File: src/rtl/pong_pkg.sv
// Shared geometry, timing constants and state encoding for the pong game
// sequencer and the box-drawing instances.
package pong_pkg;

  localparam int SCREEN_W     = 640;
  localparam int SCREEN_H     = 480;
  localparam int PADDLE_W     = 5;
  localparam int PADDLE_H     = 50;
  localparam int P2_X         = 635;
  localparam int BALL_SZ      = 4;
  localparam int BALL_VX      = 2;
  localparam int BALL_VY      = 1;
  localparam int PADDLE_STEP  = 3;
  localparam int SERVE_FRAMES = 60;
  localparam int WIN_SCORE    = 7;

  localparam int PADDLE_Y_MAX  = SCREEN_H - PADDLE_H;
  localparam int PADDLE_Y_INIT = (SCREEN_H - PADDLE_H) / 2;
  localparam int BALL_X_INIT   = SCREEN_W / 2 - BALL_SZ / 2;
  localparam int BALL_Y_INIT   = SCREEN_H / 2 - BALL_SZ / 2;
  localparam int BALL_Y_MAX    = SCREEN_H - BALL_SZ;
  localparam int BALL_X_MAX    = P2_X - BALL_SZ;

  typedef enum logic [2:0] {
    IDLE      = 3'd0,
    SERVE     = 3'd1,
    PLAY      = 3'd2,
    POINT     = 3'd3,
    GAME_OVER = 3'd4
  } game_state_t;

  // Vertical overlap between the ball and a paddle, evaluated on 11 bits so
  // the sums near the bottom of the screen cannot wrap.
  function automatic logic paddle_overlap(input logic [9:0] ball_y, input logic [9:0] pad_y);
    return (({1'b0, ball_y} + 11'(BALL_SZ)) > {1'b0, pad_y}) &&
           ({1'b0, ball_y} < ({1'b0, pad_y} + 11'(PADDLE_H)));
  endfunction

endpackage

File: src/rtl/pong_game_ctrl_paddle.sv
// Saturating paddle position register, stepped once per frame while enabled.
module pong_paddle_ctrl
  import pong_pkg::*;
(
  input  logic       clk_i,
  input  logic       rst_ni,
  input  logic       tick_i,
  input  logic       enable_i,
  input  logic       init_i,
  input  logic       up_i,
  input  logic       dn_i,
  output logic [9:0] y_o
);

  localparam logic [9:0] STEP  = 10'(PADDLE_STEP);
  localparam logic [9:0] Y_MAX = 10'(PADDLE_Y_MAX);
  localparam logic [9:0] Y_INI = 10'(PADDLE_Y_INIT);

  logic [9:0] y_q, y_d;

  always_comb begin
    y_d = y_q;
    if (tick_i) begin
      if (init_i) begin
        y_d = Y_INI;
      end else if (enable_i && up_i && !dn_i) begin
        y_d = (y_q < STEP) ? 10'd0 : y_q - STEP;
      end else if (enable_i && dn_i && !up_i) begin
        y_d = (y_q > Y_MAX - STEP) ? Y_MAX : y_q + STEP;
      end
    end
  end

  always_ff @(posedge clk_i or negedge rst_ni) begin
    if (!rst_ni) y_q <= Y_INI;
    else         y_q <= y_d;
  end

  assign y_o = y_q;

endmodule

File: src/rtl/pong_game_ctrl.sv
// Pong game sequencer: serve/play/score state machine, ball physics and
// paddle control, advanced once per video frame.
module pong_game_ctrl
  import pong_pkg::*;
(
  input  logic       pixel_clk_i,
  input  logic       reset_n_i,
  input  logic       frame_tick_i,
  input  logic       start_i,
  input  logic       p1_up_i,
  input  logic       p1_dn_i,
  input  logic       p2_up_i,
  input  logic       p2_dn_i,
  output logic [9:0] p1_y_o,
  output logic [9:0] p2_y_o,
  output logic [9:0] ball_x_o,
  output logic [9:0] ball_y_o,
  output logic [3:0] score1_o,
  output logic [3:0] score2_o,
  output logic [2:0] state_o,
  output logic [1:0] winner_o
);

  localparam logic signed [10:0] VX     = 11'(BALL_VX);
  localparam logic signed [10:0] VY     = 11'(BALL_VY);
  localparam logic signed [10:0] X_MIN  = 11'(PADDLE_W);
  localparam logic signed [10:0] X_P2   = 11'(P2_X);
  localparam logic signed [10:0] SZ     = 11'(BALL_SZ);
  localparam logic signed [10:0] Y_MAXS = 11'(BALL_Y_MAX);

  game_state_t state_q, state_d;
  logic [9:0]  ball_x_q, ball_x_d, ball_y_q, ball_y_d;
  logic        vx_neg_q, vx_neg_d, vy_neg_q, vy_neg_d;
  logic [3:0]  score1_q, score1_d, score2_q, score2_d;
  logic [1:0]  winner_q, winner_d;
  logic [5:0]  serve_cnt_q, serve_cnt_d;
  logic        scorer_p2_q, scorer_p2_d;
  logic        start_q;

  logic        start_rise, paddle_en, paddle_init;
  logic [9:0]  p1_y, p2_y;
  logic signed [10:0] nx, ny;
  logic        x_lo, x_hi, y_lo, y_hi, hit1, hit2, miss, won;
  logic [3:0]  score_inc;

  assign start_rise  = start_i & ~start_q;
  assign paddle_en   = (state_q == SERVE) || (state_q == PLAY);
  assign paddle_init = (state_q == GAME_OVER) && start_rise;

  pong_paddle_ctrl u_p1 (
    .clk_i(pixel_clk_i), .rst_ni(reset_n_i), .tick_i(frame_tick_i),
    .enable_i(paddle_en), .init_i(paddle_init),
    .up_i(p1_up_i), .dn_i(p1_dn_i), .y_o(p1_y)
  );

  pong_paddle_ctrl u_p2 (
    .clk_i(pixel_clk_i), .rst_ni(reset_n_i), .tick_i(frame_tick_i),
    .enable_i(paddle_en), .init_i(paddle_init),
    .up_i(p2_up_i), .dn_i(p2_dn_i), .y_o(p2_y)
  );

  // Candidate ball step and the wall/paddle events it would trigger.
  always_comb begin
    nx        = $signed({1'b0, ball_x_q}) + (vx_neg_q ? -VX : VX);
    ny        = $signed({1'b0, ball_y_q}) + (vy_neg_q ? -VY : VY);
    x_lo      = nx < X_MIN;
    x_hi      = (nx + SZ) > X_P2;
    y_lo      = ny <= 11'sd0;
    y_hi      = ny >= Y_MAXS;
    hit1      = paddle_overlap(ball_y_q, p1_y);
    hit2      = paddle_overlap(ball_y_q, p2_y);
    miss      = (x_lo && !hit1) || (!x_lo && x_hi && !hit2);
    score_inc = (scorer_p2_q ? score2_q : score1_q) + 4'd1;
    won       = score_inc == 4'(WIN_SCORE);
  end

  always_comb begin
    state_d = state_q;
    if (frame_tick_i) begin
      case (state_q)
        IDLE:      if (start_rise) state_d = SERVE;
        SERVE:     if (serve_cnt_q == 6'd1) state_d = PLAY;
        PLAY:      if (miss) state_d = POINT;
        POINT:     state_d = won ? GAME_OVER : SERVE;
        GAME_OVER: if (start_rise) state_d = SERVE;
        default:   state_d = IDLE;
      endcase
    end
  end

  always_comb begin
    ball_x_d    = ball_x_q;
    ball_y_d    = ball_y_q;
    vx_neg_d    = vx_neg_q;
    vy_neg_d    = vy_neg_q;
    score1_d    = score1_q;
    score2_d    = score2_q;
    winner_d    = winner_q;
    serve_cnt_d = serve_cnt_q;
    scorer_p2_d = scorer_p2_q;
    if (frame_tick_i) begin
      case (state_q)
        IDLE, GAME_OVER: begin
          if (start_rise) begin
            ball_x_d    = 10'(BALL_X_INIT);
            ball_y_d    = 10'(BALL_Y_INIT);
            vx_neg_d    = 1'b0;
            vy_neg_d    = 1'b0;
            score1_d    = 4'd0;
            score2_d    = 4'd0;
            winner_d    = 2'd0;
            serve_cnt_d = 6'(SERVE_FRAMES);
          end
        end
        SERVE: serve_cnt_d = serve_cnt_q - 6'd1;
        PLAY: begin
          if (y_lo) begin
            ball_y_d = 10'd0;
            vy_neg_d = 1'b0;
          end else if (y_hi) begin
            ball_y_d = 10'(BALL_Y_MAX);
            vy_neg_d = 1'b1;
          end else begin
            ball_y_d = ny[9:0];
          end
          if (x_lo) begin
            if (hit1) begin
              ball_x_d = 10'(PADDLE_W);
              vx_neg_d = 1'b0;
            end else begin
              scorer_p2_d = 1'b1;
            end
          end else if (x_hi) begin
            if (hit2) begin
              ball_x_d = 10'(BALL_X_MAX);
              vx_neg_d = 1'b1;
            end else begin
              scorer_p2_d = 1'b0;
            end
          end else begin
            ball_x_d = nx[9:0];
          end
        end
        POINT: begin
          if (scorer_p2_q) score2_d = score_inc;
          else             score1_d = score_inc;
          if (won) begin
            winner_d = scorer_p2_q ? 2'd2 : 2'd1;
          end else begin
            // Next serve heads toward the player who just conceded.
            ball_x_d    = 10'(BALL_X_INIT);
            ball_y_d    = 10'(BALL_Y_INIT);
            vx_neg_d    = scorer_p2_q;
            vy_neg_d    = 1'b0;
            serve_cnt_d = 6'(SERVE_FRAMES);
          end
        end
        default: ;
      endcase
    end
  end

  always_ff @(posedge pixel_clk_i or negedge reset_n_i) begin
    if (!reset_n_i) begin
      state_q     <= IDLE;
      ball_x_q    <= 10'(BALL_X_INIT);
      ball_y_q    <= 10'(BALL_Y_INIT);
      vx_neg_q    <= 1'b0;
      vy_neg_q    <= 1'b0;
      score1_q    <= 4'd0;
      score2_q    <= 4'd0;
      winner_q    <= 2'd0;
      serve_cnt_q <= 6'd0;
      scorer_p2_q <= 1'b0;
      start_q     <= 1'b0;
    end else begin
      state_q     <= state_d;
      ball_x_q    <= ball_x_d;
      ball_y_q    <= ball_y_d;
      vx_neg_q    <= vx_neg_d;
      vy_neg_q    <= vy_neg_d;
      score1_q    <= score1_d;
      score2_q    <= score2_d;
      winner_q    <= winner_d;
      serve_cnt_q <= serve_cnt_d;
      scorer_p2_q <= scorer_p2_d;
      start_q     <= start_i;
    end
  end

  always_comb begin
    p1_y_o   = p1_y;
    p2_y_o   = p2_y;
    ball_x_o = ball_x_q;
    ball_y_o = ball_y_q;
    score1_o = score1_q;
    score2_o = score2_q;
    state_o  = state_q;
    winner_o = winner_q;
  end

endmodule

File: config.mk
export PLATFORM = sky130hd
export DESIGN_NAME = pong_game_ctrl
export DESIGN_NICKNAME = d
export VERILOG_FILES = /design/src/rtl/pong_pkg.sv /design/src/rtl/pong_game_ctrl_paddle.sv /design/src/rtl/pong_game_ctrl.sv
export SDC_FILE = /design/constraint.sdc
export NUM_CORES = 1
export LEC_CHECK = 0
export BUFFER_PORTS_ARGS = -buffer_cell sky130_fd_sc_hd__buf_2
export CORE_ASPECT_RATIO = 0.7
export CORE_MARGIN = 2
export CORE_UTILIZATION = 48
export CTS_BUF_LIST = sky130_fd_sc_hd__clkbuf_4
export CTS_CLUSTER_DIAMETER = 100
export DETAILED_ROUTE_END_ITERATION = 7
export PLACE_DENSITY = 0.66
export SKIP_CTS_REPAIR_TIMING = 1
export SLEW_MARGIN = 40
export SYNTH_ARGS = -nofsm -noshare
export SYNTH_HDL_FRONTEND = slang
export SYNTH_SLANG_ARGS = --single-unit
File: constraint.sdc
create_clock -name pixel_clk_i -period 4.5 [get_ports pixel_clk_i]
set_input_delay 0.225 -clock pixel_clk_i [delete_from_list [all_inputs] [get_ports pixel_clk_i]]
set_output_delay 0.225 -clock pixel_clk_i [all_outputs]
set_load 0.02 [all_outputs]
**Yosys cells after proc, flatten, opt, wreduce, memory -nomap -nowiden**

Index checks and enable logic that the tools add are counted.

- Word-level logic and storage cells: 159
- Flip-flop bits (word level): 63
- Output and inout port bits: 53

- Reductions and logical operators: 43
- Equality and inequality tests: 20
- Order comparisons: 12
- Add/subtract/negate cells: 12
- Mux-type cells: 57
- Bitwise gates (word level): 2

Operators with widths:

| operator | number |
|---|---|
| 10-bit two-way mux | 20 |
| 10-bit one-hot mux with 3 select lines | 2 |
| 4-bit AND reduction | 6 |
| 10-bit by 6-bit adder with 11-bit output, second input constant | 2 |
| 11-bit adder | 2 |
| 11-bit by 10-bit greater-than comparator with 1-bit output | 2 |
| 10-bit by 11-bit less-than comparator with 1-bit output | 2 |
| 11-bit two-way mux | 2 |
| 10-bit by 2-bit adder with 10-bit output, second input constant | 2 |
| 10-bit by 9-bit greater-than comparator with 1-bit output, second input constant | 2 |
| 10-bit by 2-bit less-than comparator with 1-bit output, second input constant | 2 |
| 10-bit by 2-bit subtractor with 10-bit output, second input constant | 2 |
| 6-bit one-hot mux with 3 select lines | 1 |
| 4-bit two-way mux | 4 |
| 4-bit one-hot mux with 2 select lines | 2 |
| 1-bit logical AND | 14 |
| 2-bit != test, second input constant | 7 |
| 1-bit two-way mux | 13 |
| 3-bit two-way mux | 4 |
| 6-bit two-way mux | 2 |
| 3-bit != test, second input constant | 4 |
| 3-bit one-hot mux with 4 select lines | 1 |
| 3-bit nonzero test | 4 |
| 10-bit by 3-bit adder with 11-bit output, second input constant | 1 |
| 28 further kinds | 43 |

**Logic depth before layout (Yosys ltp)**

Gate-level depths: netlist (run 1).

- Word-level depth: 9
- Gate-level depth with buffers: 15
- Mapped depth without buffers: 15

**By module**

A second synthesis (run 1) with hierarchy kept.

- Cell total of the unflattened synthesis: 803
- Area total of the unflattened synthesis: 6,672.6 µm²

By module, submodules not included:

| module | times used | area each (µm²) | cells each |
|---|---|---|---|
| pong_game_ctrl | 1 | 4,717.0 | 558 |
| pong_paddle_ctrl (u_p2) | 1 | 979.7 | 124 |
| pong_paddle_ctrl (u_p1) | 1 | 975.9 | 121 |

**Worst setup path before layout (run 1)**

No wires, ideal clock.

- Path kind: register to register
- Start point: register u_p2.y_q[4] (netlist: u_p2.y_o[4])
- End point: register ball_x_q[6] (netlist: ball_x_o[6])
- Required time: 4.375 ns
- Slack: 0.889 ns
- Cell stages (with the launch flop): 15
- Library setup time: 0.125 ns
- Arrival: 3.486 ns
- Period minus slack after synthesis: 3.611 ns
- Path through: dfstp_2 -> clkbuf_1 -> inv_1 -> and3_1 -> xnor2_1 -> ha_1 -> a211o_1 -> a21oi_1 -> o21ai_0 -> a221oi_1 -> a2bb2oi_1 -> nor2b_4 -> a41o_4 -> a21oi_4 -> mux2_4

- Cells in the longest elaborated chain, start to end: 5
- Elaborated cells between the ends (all ways): 6
- Those cells by class: 1 x add/sub; 2 x order compare; 1 x eq/ne; 2 x reduce/logical

RTL lines:

| element | RTL line | source |
|---|---|---|
| from (decl) | pong_game_ctrl_paddle.sv:19 | `logic [9:0] y_q, y_d;` |
| from (signal assigned) | pong_game_ctrl_paddle.sv:36 | `else y_q <= y_d;` |
| 10-bit by 6-bit adder with 11-bit output | pong_pkg.sv:36 | `({1'b0, ball_y} < ({1'b0, pad_y} + 11'(PADDLE_H)));` |
| 10-bit by 11-bit less-than comparator with 1-bit output | pong_pkg.sv:36 |  |
| 1-bit logical AND (*) | pong_pkg.sv:35 | `return (({1'b0, ball_y} + 11'(BALL_SZ)) > {1'b0, pad_y}) &&` |
| 4-bit != test (no line) (*) | -- |  |
| 6-bit AND reduction (no line) (*) | -- |  |
| to (signal assigned) | pong_game_ctrl.sv:166 | `ball_x_q <= 10'(BALL_X_INIT);` |
| to (signal assigned) | pong_game_ctrl.sv:178 | `ball_x_q <= ball_x_d;` |
| to (decl) | pong_game_ctrl.sv:32 | `logic [9:0] ball_x_q, ball_x_d, ball_y_q, ball_y_d;` |

Every way passes the cells marked *; elsewhere a longest branch is shown, timed or not.
A chain may end at the register's enable or synchronous reset.

**Worst setup path after layout (run 1)**

- Start point: register vx_neg_q
- End point: register ball_x_q[6] (netlist: ball_x_o[6])

- Cells in the longest elaborated chain, start to end: 7
- Elaborated cells between the ends (all ways): 11
- Those cells by class: 2 x add/sub; 2 x order compare; 2 x eq/ne; 4 x mux; 1 x reduce/logical

RTL lines:

| element | RTL line | source |
|---|---|---|
| from (decl) | pong_game_ctrl.sv:33 | `logic vx_neg_q, vx_neg_d, vy_neg_q, vy_neg_d;` |
| from (signal assigned) | pong_game_ctrl.sv:180 | `vx_neg_q <= vx_neg_d;` |
| 11-bit two-way mux (*) | pong_game_ctrl.sv:64 | `nx = $signed({1'b0, ball_x_q}) + (vx_neg_q ? -VX : VX);` |
| 11-bit adder (*) | pong_game_ctrl.sv:64 |  |
| 11-bit by 4-bit adder with 11-bit output | pong_game_ctrl.sv:67 | `x_hi = (nx + SZ) > X_P2;` |
| 11-bit greater-than comparator | pong_game_ctrl.sv:67 |  |
| 10-bit two-way mux | pong_game_ctrl.sv:133 | `end else if (x_hi) begin` |
| 10-bit two-way mux | pong_game_ctrl.sv:126 | `if (x_lo) begin` |
| 10-bit one-hot mux with 3 select lines | pong_game_ctrl.sv:102 | `case (state_q)` |

Marked as above.

==> impl_metrics.ini, run 1 <==
[sta]
timing.final.ws_setup_ns = 0.648
setup_violations = 0
final-hold-violation-count = 0
max_freq_ghz = 0.260
worstMarginPinSlew_ns = 0.675
maxSlewHeadroom = 0.546
tns_ns = 0
finalCritPeriodShare = 0.856
clock_skew_ns = 0.0239
finalMaxSlewViolations = 0
grt_setup_unrepaired = false
min_period_ns = 3.85

[global_routing]
overflow = 0
grt_max_degree = 64
grt_pass1_wl_mm = 29.0
grt_pass1_vias = 5651
antenna_found_initial = 0
grt.total_usage = 0.254

[worst_setup_path]
cpPeakStageDelay_ns = 0.56
cp_max_fo = 12
crit_buf_inv = 0
critical_path.cell_chain = fa_1 > a211oi_1 > o21bai_1 > a21oi_1 > xor2_1 > a41oi_2 > nor2b_4 > a41o_4 > a21oi_4 > mux2_4
crit_type = register to register
crit_required_ns = 4.84
crit_slowest_cell = dfrtp_1
worstSetupEndpointType = register
startpoint_type = register
cp_top_family = compound AO/OA/AOI/OAI gates
critPathArrivalTime_ns = 4.19

[status]
status = finished clean

[synthesis]
yosys_register_bits = 63
ys.flop_type = dfrtp_1
postSynthCellCount = 782
syn_area_mm2 = 0.00639
async_flop_share = 1.00
syn_avg_cell_area_um2 = 8.17
synth.distinct_cells = 83
synth_edf_count = 0
ys_warn_count = 0
synthesis.nets = 867
yosysSeqAreaShare = 0.252

[place]
io_buffers = 60
placedInstanceArea_mm2 = 0.00684
place_hpwl_mm = 13.7
pre_cts_slack_ns = 0.686
routabilityCongestion = 0.915

[detailed_routing]
vias = 6219
drtAntennaViolNets = 0
drtIter0Drc = 635
drt-total-wl_mm = 17.7
first_pass_iters = 5
drc = 0
viasPerCell = 6.18
routedWlPerCell_um = 17.6

[cts]
clkTransAtPathRegs_ns = 0.12
clock-sinks = 63
clock_latency_ns = 0.45
cts_buffers = 9
cts_tree = yes
cts_root_buf = clkbuf_4
cts_htree_levels = 3
clockBufferDepth = 2

[floorplanning]
num_rows = 35
core_area_mm2 = 0.0131
die_h_um = 101
initial_core_util = 0.488
die_x_um = 142
die_area_mm2 = 0.0143
ios = 61

[final_layout]
design_area_mm2 = 0.00702
area_growth_pct = 9.89
diodes = 0
fin_nets = 920
layout-drive-gt1-share = 0.161

[flow_run]
drv_cap = 0

[min_path]
hp-class = primary input to register
-- state kept, by name (all words and copies together), names as in the netlist, 2 cells and up --
| signal | count |
|---|---|
| score1_o | 4 |
| u_p2.y_o | 10 |
| state_o | 3 |
| ball_x_o | 10 |
| serve_cnt_q | 6 |
| ball_y_o | 10 |
| u_p1.y_o | 10 |
| winner_o | 2 |
| score2_o | 4 |
-- routing by layer --
| metal | up-vias | GRT usage | share of wire |
|---|---|---|---|
| li1 | 2997 | - | - |
| met1 | 2943 | 0.390 | 0.49 |
| met2 | 260 | 0.361 | 0.41 |
| met3 | 19 | 0.0485 | 0.081 |
| met4 | 0 | 0.0646 | 0.012 |
| met5 | - | 0.0281 | 0 |
-- kinds of logic after synthesis --
logic type | after synthesis | synth area share
compound gates | 249 | 0.255
xor+xnor | 42 | 0.0600
fa+ha+maj | 77 | 0.153
buf+inv | 72 | 0.0429
flops | 63 | 0.252
mux | 15 | 0.0284
simple gates | 264 | 0.209
-- Yosys cell counts, types with 3 or more instances --
cell type | n | area [µm²]
a211o_1 | 4 | 35.0
o31ai_1 | 9 | 67.6
xnor2_1 | 32 | 280
o211a_1 | 3 | 30.0
o41ai_1 | 3 | 26.3
or4_1 | 4 | 30.0
o22ai_1 | 6 | 37.5
nand4_1 | 7 | 43.8
a22o_1 | 5 | 43.8
a21oi_1 | 67 | 335
ha_1 | 75 | 938
inv_1 | 47 | 176
nor3b_1 | 4 | 30.0
nor2_1 | 56 | 210
o21a_1 | 7 | 52.6
a211oi_1 | 8 | 60.1
nand2b_1 | 11 | 68.8
and2_1 | 6 | 37.5
o211ai_1 | 4 | 30.0
and3_1 | 8 | 50.1
nor2b_1 | 6 | 37.5
o21ai_0 | 66 | 330
dfstp_2 | 24 | 631
mux2_2 | 5 | 56.3
nand3_1 | 32 | 160
nor3_1 | 25 | 125
clkbuf_1 | 23 | 86.3
or2_2 | 3 | 18.8
mux2i_1 | 5 | 50.1
dfrtp_1 | 39 | 976
or3_1 | 9 | 56.3
nor4_1 | 10 | 62.6
a21o_1 | 11 | 82.6
nand3b_1 | 5 | 37.5
o21bai_1 | 7 | 52.6
nand2_1 | 65 | 244
a31oi_1 | 12 | 75.1
mux2_4 | 5 | 75.1
xor2_1 | 9 | 78.8
a221oi_1 | 5 | 43.8
-- layout make-up --
cell class / count / area, µm²
tap: 166 / 208
timing repair buffer: 67 / 362
clock inverter: 5 / 72.6
sequential: 63 / 1610
clock buffer: 11 / 82.6
multi-input combinational: 647 / 4510
inverter: 47 / 176
fill: 1237 / 6080
-- final timing paths --
kind,startpoint,endpoint,slack (ns),cells past startpoint
setup / recovery,vx_neg_q,ball_x_o[6],0.65,10
hold / removal,frame_tick_i,u_p1.y_o[3],0.22,3
setup reg to reg,vx_neg_q,ball_x_o[6],0.65,10
hold reg to reg,ball_x_o[3],ball_x_o[3],0.49,2
max in group asynchronous,reset_n_i,score1_o[1],3.65,3
min in group asynchronous,reset_n_i,u_p2.y_o[3],0.34,3
-- cell usage in the layout, fill, tap and decap left out, drive strengths merged, types with 4 or more instances in the layout --
cell type	count
xor2	9
buf	65
mux2	10
nand2b	11
nor2b	7
nor2	56
nor3	25
a221oi	5
a211o	4
mux2i	5
or4	4
a21oi	68
a21o	11
nand2	65
xnor2	32
dfstp	24
nand4	7
nand3b	5
o31ai	10
nor3b	4
a31oi	12
nand3	32
o22ai	6
clkbuf	11
or3	11
nor4	10
and2	6
o21bai	7
o21ai	68
dfrtp	39
o21a	7
a211oi	8
ha	75
o211ai	4
inv	47
and3	9
a22o	5
-- per-stage QoR --
| stage | utilization | cells | hold WS [ns] |
|---|---|---|---|
| floorplan | - | 782 | -0.0706 |
| global placement | 0.522 | 988 | 0.388 |
| detailed placement | 0.522 | 988 | 0.387 |
| CTS | 0.534 | 1004 | -0.0931 |
| global route | 0.536 | 1006 | 0.227 |
| finish | 0.536 | 1006 | 0.215 |
-- tightest hold or removal path, delay by kind of cell --
family          cells  cell delay, ns
buf+inv             1            0.20
compound gates      2            0.20
Power of run 1 is not shown: default switching activity piles up to over one toggle a cycle in this logic, so the estimate is an artifact.
==> run 2, diff against run 1 <==
- PLACE_DENSITY: 0.66 -> 0.67
==> impl_metrics.ini, run 2 (synthesis results as in run 1) <==
[status]
status = finished clean

[sta]
finalMaxSlewViolations = 0
finalCritPeriodShare = 0.859
worstMarginPinSlew_ns = 0.751
setup_violations = 0
final-hold-violation-count = 0
maxSlewHeadroom = 0.493
min_period_ns = 3.86
clock_skew_ns = 0.0201
timing.final.ws_setup_ns = 0.635
grt_setup_unrepaired = false
tns_ns = 0
max_freq_ghz = 0.259

[place]
routabilityCongestion = 0.936
placedInstanceArea_mm2 = 0.00683
pre_cts_slack_ns = 0.728
place_hpwl_mm = 13.8
io_buffers = 60

[detailed_routing]
first_pass_iters = 7
vias = 6193
drtIter0Drc = 573
drc = 0
drtAntennaViolNets = 0
drt-total-wl_mm = 18.1
viasPerCell = 6.16
routedWlPerCell_um = 18.0

[global_routing]
grt.total_usage = 0.256
antenna_found_initial = 0
grt_pass1_vias = 5551
grt_max_degree = 64
overflow = 0
grt_pass1_wl_mm = 29.1

[min_path]
hp-class = primary input to register
holdPathStages = 3

[final_layout]
area_growth_pct = 9.33
diodes = 0
fin_nets = 919
mostFrequentLayoutCells = 75 x ha_1, 67 x a21oi_1, 66 x o21ai_0, 65 x nand2_1, 60 x buf_2
final_common_cell = ha_1
design_area_mm2 = 0.00698
layout-drive-gt1-share = 0.159
fillers = 1215

[floorplanning]
ios = 61
initial_core_util = 0.488
num_rows = 35
core_area_mm2 = 0.0131
die_x_um = 142
die_area_mm2 = 0.0143
die_h_um = 101

[cts]
cts_htree_levels = 3
clock-sinks = 63
clkTransAtPathRegs_ns = 0.12
clockBufferDepth = 2
cts_root_buf = clkbuf_4
clock_latency_ns = 0.43
cts_buffers = 9
cts_tree = yes

[worst_setup_path]
crit_type = register to register
crit_required_ns = 4.81
critPathArrivalTime_ns = 4.18
critical_path.cell_chain = fa_1 > a211oi_1 > o21bai_1 > a21oi_1 > xor2_1 > a41oi_2 > nor2b_4 > a41o_4 > a21oi_4 > mux2_4
cp_num_cells = 10
crit_slowest_cell = dfrtp_1
cp_max_fo = 12
cpPeakStageDelay_ns = 0.56
crit_buf_inv = 0
cp_top_family = compound AO/OA/AOI/OAI gates
startpoint_type = register
worstSetupEndpointType = register
rr_worst_depth = 10

[flow_run]
drv_cap = 0
-- run 2: cell count changes in the layout (fill, tap and decap cells not counted) --
cell,previous run,this run
clkinv_2,1,2
bufinv_16,2,1
clkinv_1,2,3
buf_4,4,3
clkbuf_4,11,10
-- run 2: path summary, 6_finish.rpt --
path,start,slack (ns),endpoint
worst max-delay path,vx_neg_q,0.64,ball_x_o[9]
worst min-delay path,frame_tick_i,0.20,u_p1.y_o[3]
worst max register to register,vx_neg_q,0.64,ball_x_o[9]
worst min register to register,ball_x_o[3],0.51,ball_x_o[3]
max in group asynchronous,reset_n_i,3.65,vx_neg_q
min in group asynchronous,reset_n_i,0.40,u_p2.y_o[9]
-- run 2: tightest hold or removal path, cell delays in order --
cell      delay, ns
buf_2          0.19
o211ai_1       0.12
a32oi_1        0.06
-- run 2: area by class of cell --
class	count	area [µm²]	area share
Multi-Input combinational cell	647	4510	0.646
Inverter	47	176	0.0253
Timing Repair Buffer	66	354	0.0507
Tap cell	166	208	0.0297
Clock buffer	10	75.1	0.0108
Clock inverter	6	51.3	0.00735
Sequential cell	63	1610	0.230
-- run 2: metal layers --
metal	global-route usage	part of all wire
met4	0.0415	0.0080
met2	0.371	0.41
met1	0.396	0.52
met3	0.0527	0.064
met5	0	0
-- run 2: through the flow --
step,utilization,cells,hold slack [ns]
2_1_floorplan,-,782,-0.0706
5_1_grt,0.533,1005,0.173
3_5_place_dp,0.522,987,0.375
6_report,0.533,1005,0.204
3_3_place_gp,0.521,987,0.368
4_1_cts,0.531,1003,-0.0779
Power of run 2 is left out for the same reason.
==> run 3, diff against run 2 <==
==> constraint.sdc (replaced) <==
create_clock -name pixel_clk_i -period 4.4 [get_ports pixel_clk_i]
set_input_delay 0.22 -clock pixel_clk_i [delete_from_list [all_inputs] [get_ports pixel_clk_i]]
set_output_delay 0.22 -clock pixel_clk_i [all_outputs]
set_load 0.005 [all_outputs]
==> impl_metrics.ini, run 3 (synthesis results as in run 1) <==
[status]
status = finished clean

[detailed_routing]
drt-total-wl_mm = 18.0
drtAntennaViolNets = 0
vias = 6219
drc = 0
drtIter0Drc = 730
routedWlPerCell_um = 17.9
first_pass_iters = 5
viasPerCell = 6.19

[sta]
fin_hold_ws_ns = 0.202
finalCritPeriodShare = 0.872
tns_ns = 0
clock_skew_ns = 0.0312
min_period_ns = 3.84
maxSlewHeadroom = 0.505
final-hold-violation-count = 0
finalMaxSlewViolations = 0
worstMarginPinSlew_ns = 0.736
max_freq_ghz = 0.261
setup_violations = 0
grt_setup_unrepaired = false

[final_layout]
fillers = 1232
diodes = 0
mostFrequentLayoutCells = 75 x ha_1, 67 x a21oi_1, 66 x o21ai_0, 65 x nand2_1, 60 x buf_2
fin_nets = 919
area_growth_pct = 9.33
layout-drive-gt1-share = 0.159
final_common_cell = ha_1

[worst_setup_path]
regToRegSetupSlack_ns = 0.56
critPathArrivalTime_ns = 4.13
r2r_end = ball_x_o[6]
crit_required_ns = 4.69
cpPeakStageDelay_ns = 0.55
crit_slowest_cell = dfrtp_1
startpoint_type = register
crit_type = register to register
r2r_start = vx_neg_q
rr_worst_depth = 10
worstSetupEndpointType = register
critical_path.cell_chain = fa_1 > a211oi_1 > o21bai_1 > a21oi_1 > xor2_1 > a41oi_2 > nor2b_4 > a41o_4 > a21oi_4 > mux2_4
cp_max_fo = 12

[global_routing]
antenna_found_initial = 0
grt_max_degree = 64
grt_pass1_vias = 5650
overflow = 0
grt_pass1_wl_mm = 29.1
grt.total_usage = 0.256

[floorplanning]
ios = 61
initial_core_util = 0.488
num_rows = 35
core_area_mm2 = 0.0131
die_h_um = 101
die_area_mm2 = 0.0143
die_x_um = 142

[cts]
clock-sinks = 63
clkTransAtPathRegs_ns = 0.12
clockBufferDepth = 2
clock_latency_ns = 0.43
cts_buffers = 9
cts_root_buf = clkbuf_4
cts_htree_levels = 3
cts_tree = yes

[min_path]
whs_endpoint = u_p1.y_o[3]
hp-class = primary input to register
hp-start = frame_tick_i
holdPathStages = 3

[power_and_ir_drop]
powerDensity_mw_per_mm2 = 892
power_leakage_nw = 3.14
irDropWorstVdd_mv = 0.535

[place]
routabilityCongestion = 0.934
io_buffers = 60
place_hpwl_mm = 13.8

[flow_run]
drv_cap = 0
[run 3: through the flow]
stage	total power [W]	setup WS (ns)	util	instance area [µm²]	cells
floorplan	0.00459	0.861	-	6390	782
global placement	0.00560	0.730	0.521	6830	987
detailed placement	0.00573	0.632	0.522	6830	987
CTS	0.00617	0.603	0.531	6960	1003
global route	0.00687	0.231	0.533	6980	1005
finish	0.00623	0.565	0.533	6980	1005
[run 3: worst max-delay path by stage]
stage	startpoint	endpoint	depth (start not counted)
after floorplan	u_p2.y_o[4]	ball_x_o[6]	14
after global placement	u_p2.y_o[2]	ball_x_o[7]	13
after detailed placement	vx_neg_q	ball_x_o[7]	10
after CTS	vx_neg_q	ball_x_o[6]	10
after global routing	vx_neg_q	vx_neg_q	10
final	vx_neg_q	ball_x_o[6]	10
[run 3: layer usage]
metal / track usage / share of wire
met5: 0 / 0
met4: 0.0392 / 0.0066
met3: 0.0489 / 0.067
met2: 0.367 / 0.41
met1: 0.401 / 0.52
[run 3: worst max-delay path: cells and delay by family (launching register included)]
family	cells	cell delay, ns
AOI/OAI and AO/OA	6	1.64
xor gates and xnor gates	1	0.48
adders and majority gates	1	0.50
DFF	1	0.55
muxes	1	0.34
and+or+nand+nor	1	0.22
[run 3: layout make-up]
cell class / count / area [µm²] / area share
clock buffer: 10 / 75.1 / 0.0108
clock inverter: 6 / 51.3 / 0.00735
inverter: 47 / 176 / 0.0253
multi-input combinational: 647 / 4510 / 0.646
sequential: 63 / 1610 / 0.230
tap: 166 / 208 / 0.0297
timing repair buffer: 66 / 354 / 0.0507
[run 3: report_power, final]
part	internal, W	switching [W]	leakage [nW]	total [W]
Sequential	0.000851	0.000433	0.739	0.00128
Clock	0.000173	0.000224	0.0727	0.000397
Combinational	0.00189	0.00266	2.33	0.00455
No activity file was read; power rests on OpenSTA's default activity.
